### src/rtl/mul_share_arb.sv
// mul_share_arb: round-robin sharing of one combinational 8x8 multiplier between two requesters
module mul_share_arb #(
  parameter int SETTLE = 2
) (
  input  logic        CLK,
  input  logic        RST,
  input  logic        REQ0,
  input  logic [7:0]  A0,
  input  logic [7:0]  B0,
  input  logic        REQ1,
  input  logic [7:0]  A1,
  input  logic [7:0]  B1,
  input  logic [15:0] MZ,
  output logic [7:0]  MX,
  output logic [7:0]  MY,
  output logic [15:0] Z,
  output logic        DONE0,
  output logic        DONE1,
  output logic        GNT,
  output logic        BUSY
);
  localparam int S = SETTLE < 1 ? 1 : SETTLE;
  localparam int CW = S > 1 ? $clog2(S) : 1;
  typedef enum logic [1:0] {IDLE, RUN, RESP} state_t;
  state_t state, state_n;
  logic [CW-1:0] cnt;
  logic ptr, win, grant, cap;
  // next state, tie-break winner and product capture strobe
  always_comb begin
    grant = state == IDLE && (REQ0 || REQ1);
    cap = state == RUN && cnt == '0;
    win = (REQ0 && REQ1) ? ptr : REQ1;
    state_n = grant ? RUN : cap ? RESP : state == RESP ? IDLE : state;
  end
  // state register
  always_ff @(posedge CLK) begin
    if (RST) state <= IDLE;
    else state <= state_n;
  end
  // operand latch, settle counter, product capture and handshake outputs
  always_ff @(posedge CLK) begin
    if (RST) begin
      MX <= '0;
      MY <= '0;
      Z <= '0;
      DONE0 <= 1'b0;
      DONE1 <= 1'b0;
      GNT <= 1'b0;
      BUSY <= 1'b0;
      ptr <= 1'b0;
      cnt <= '0;
    end else begin
      if (grant) begin
        MX <= win ? A1 : A0;
        MY <= win ? B1 : B0;
        GNT <= win;
        ptr <= ~win;
        cnt <= CW'(S - 1);
        BUSY <= 1'b1;
      end
      if (state == RUN && cnt != '0) cnt <= cnt - 1'b1;
      if (cap) begin
        Z <= MZ;
        DONE0 <= ~GNT;
        DONE1 <= GNT;
      end
      if (state == RESP) begin
        DONE0 <= 1'b0;
        DONE1 <= 1'b0;
        BUSY <= 1'b0;
      end
    end
  end
endmodule

### config.mk
export PLATFORM = sky130hd
export DESIGN_NAME = mul_share_arb
export DESIGN_NICKNAME = d
export VERILOG_FILES = /design/src/rtl/mul_share_arb.sv
export SDC_FILE = /design/constraint.sdc
export NUM_CORES = 1
export LEC_CHECK = 0
export ABC_AREA = 0
export BUFFER_PORTS_ARGS = -buffer_cell sky130_fd_sc_hd__clkbuf_2
export CORE_ASPECT_RATIO = 0.7
export CORE_MARGIN = 3
export CORE_UTILIZATION = 35
export CTS_CLUSTER_SIZE = 30
export DETAILED_ROUTE_END_ITERATION = 8
export GPL_TIMING_DRIVEN = 0
export MAX_ROUTING_LAYER = met4
export SETUP_SLACK_MARGIN = 0.5
export SLEW_MARGIN = 20
export SYNTH_ARGS = -nofsm -noshare
export SYNTH_HDL_FRONTEND = slang
export SYNTH_SLANG_ARGS = --single-unit
### constraint.sdc
create_clock -name CLK -period 1.8 [get_ports CLK]
set_input_delay 0.18 -clock CLK [delete_from_list [all_inputs] [get_ports CLK]]
set_output_delay 0.18 -clock CLK [all_outputs]
set_load 0.05 [all_outputs]
==> metrics <==
status complete, no violations; asr flop ratio synth 0%; Leakage Power around 1.2 nW; top cells by area, synth dfxtp_1 47%, nand3_1 9.4%, nand2_1 8.0%; fmax approximately 0.74 GHz; clk root buf clkbuf_8; met3 usage around 4.8%; number of max-cap violations 0; Worst Hold End Z[5]; VDD IR max between 0.3 and 0.4 mV; hold path depth 3; GRT overflow 0; Max-slew headroom about 56%; Synth top cells by count 40 x dfxtp_1, 36 x nand2_1, 32 x nand3_1, 19 x a21oi_1, 16 x a31oi_1; initial antenna violation count 0; DR pass1 iterations 4; CTS tree yes; number of distinct library cells after synthesis 24; Compound-Gate Fraction of Synth Area around 20%; FF-to-FF End Z[15]; via count ~1800; CTS Buf Count 5; area delta synth->final 58.30%; Setup CP Type reg -> reg; Net Count, Synth ~260; Die X 89.19 µm; WL final ~5.4 mm; H-tree levels 2; area share of the largest cell type after synthesis between 40% and 50%; # DRC 0; Buffers on Ports 86; hold crit path type in -> reg; pin count of the biggest net entering global routing 12; cell area after layout between 2000 and 3000 µm²; r2r setup slk between 0.4 and 0.5 ns; crit path capture type flip-flop; WP data arrival roughly 1.6 ns; Period minus WS final 1.350 ns; synthesized flop and latch total 40; Cell Area, Synth approximately 1700 µm²; RePlAce Congestion between 0.7 and 0.8; Top FF cell, synth dfxtp_1; Synth Area in Simple Gates roughly a quarter; clock sink count 40; worst stage delay on the critical path 0.32 ns; final setup violating endpoints 0; worst path cell trace buf_6 -> buf_4 -> nor3b_4 -> buf_6 -> buf_6 -> nand2_1 -> a21oi_2; Cells after Synth roughly 200; met2 Use GR roughly a quarter; TNS Setup 0 ns; Placed Cells between 300 and 400; Clock transition at path regs about 0.07 ns; period utilization between 70% and 80%; placed inst area approximately 2200 µm²; initial drt markers 60; row cnt 20; clock skew between 0.007 and 0.008 ns; largest family of logic cells by synthesized area simple AND/OR/NAND/NOR gates; Adder-Cell Fraction of Synth Area 0%; FF-to-FF path depth 7; Post-Synth XOR/XNOR Area 0%; worst min-delay path startpoint MZ[5]; most common cell in the netlist dfxtp_1; final cell count without fillers roughly 370; vias in the first global route 1731; Yosys top cell by area dfxtp_1; global-route wire length before repair 8.148 mm; Required @ worst endpoint around 2.0 ns; share of cells above drive strength 1 between 50% and 60%; Hold Buf Count CTS 0; unrepaired setup endpoints after global routing true; CP top delay family buffers and inverters; grt met1 use 26.14%; WL/cell 14.73 µm; Worst Tran Pin Value 0.6571 ns; YS warnings 0; DR vias/cell around 5.0; syn avg cell area about 8.4 µm²; number of synthesized flops with an enable pin 0; core box area 4504 µm²; final antenna-violating net count 0; post-DP HPWL between 3 and 4 mm; PwrDens 922.0 nW/µm²; Worst Path Buf+Inv 4; mux contribution to synthesized area 0%; sequential fraction of the synthesis area a little under half; die area around 5700 µm²; endpoints failing hold 0; IO Pins just under 90; # nets final ~370; grt peak-use layer met2; GRT Util Overall a little under a fifth; Startpoint Class flip-flop; most used cell, CP buf_6; number of antenna diodes 0; slowest CP cell dfxtp_2; Max Slew Vio Count 0; later-pin clock latency in the skew report roughly 0.29 ns; maximum fanout along the worst path 6; R2R Path Start state[1]; Initial Util between 30 and 40%; Max clock buf depth 2; Die Ht 64.23 µm; filler cell count around 430
-- layout make-up --
cell class / count / area [µm²] / area share (%)
Tap cell: 55 / 68.82 / 2.564
Sequential cell: 40 / 805.8 / 30.02
Buffer: 17 / 158.9 / 5.921
Timing Repair Buffer: 104 / 629.4 / 23.45
Clock inverter: 1 / 5.005 / 0.1865
Inverter: 3 / 11.26 / 0.4196
Clock buffer: 6 / 72.57 / 2.704
Multi-Input combinational cell: 143 / 932.1 / 34.73
-- layer usage --
layer	up-vias	part of all wire [%]
met5	-	0
li1	941	-
met2	58	42
met3	6	6.1
met4	0	1.0
met1	840	51
-- power by group --
part	internal (W)	switching, W	total, W	leakage, nW
clock	0.000264	0.000301	0.000565	0.0410
sequential	0.000965	0.0000589	0.00102	0.329
combinational	0.000344	0.000541	0.000886	0.795
total	0.00157	0.000901	0.00247	1.17
-- per-stage QoR --
stage	setup slack, ns	power (W)	utilization [%]	hold WS [ns]
floorplan	0.5200	0.001518	-	0.3160
global placement	0.3350	0.001709	48.72	0.4039
detailed placement	0.3226	0.001710	48.72	0.4094
CTS	0.4547	0.002350	53.50	0.09500
global route	0.3848	0.002599	59.58	0.1082
finish	0.4496	0.002475	59.58	0.09978
-- tightest hold or removal path: cells and delay by family --
| kind | cells | cell delay [ns] |
|---|---|---|
| buf+inv | 1 | 0.08 |
| simple gates | 1 | 0.04 |
| compound gates | 1 | 0.05 |
-- kinds of logic after synthesis --
family                 after synthesis
and+or+nand+nor                     84
AOI/OAI and AO/OA                   59
DFF                                 40
buffers and inverters               20
-- flip-flops by register name, summed over array words and instances (netlist names) --
name / cells
MX: 8
ptr: 1
GNT: 1
Z: 16
DONE1: 1
MY: 8
DONE0: 1
cnt: 1
BUSY: 1
state: 2
-- how the worst max path moves through the flow --
| stage | from | end | slack (ns) | cells after the start |
|---|---|---|---|---|
| final | state[1] | Z[15] | 0.45 | 7 |
| after global routing | state[1] | Z[12] | 0.38 | 7 |
| after CTS | state[1] | Z[0] | 0.45 | 6 |
| after detailed placement | REQ1 | MY[6] | 0.32 | 5 |
| after global placement | REQ1 | state[0] | 0.34 | 5 |
| after floorplan | state[1] | Z[8] | 0.52 | 6 |
-- layout by cell type, fill, tap and decap left out, drive strengths merged, types with 3 or more instances in the layout --
master	instances
nor2	5
o21ai	18
buf	29
nand3	32
a21oi	19
dfxtp	40
nand2	36
a31oi	16
nor3b	4
inv	3
clkbuf	98
-- what timing repair did --
action                     4_1_cts  5_1_grt
setup buffers                    8        6
setup endpoints to repair       29       33
cloned                           1        3
pin swaps                       23       21
resized for setup               26       60
(Power assumes the default switching activity.)
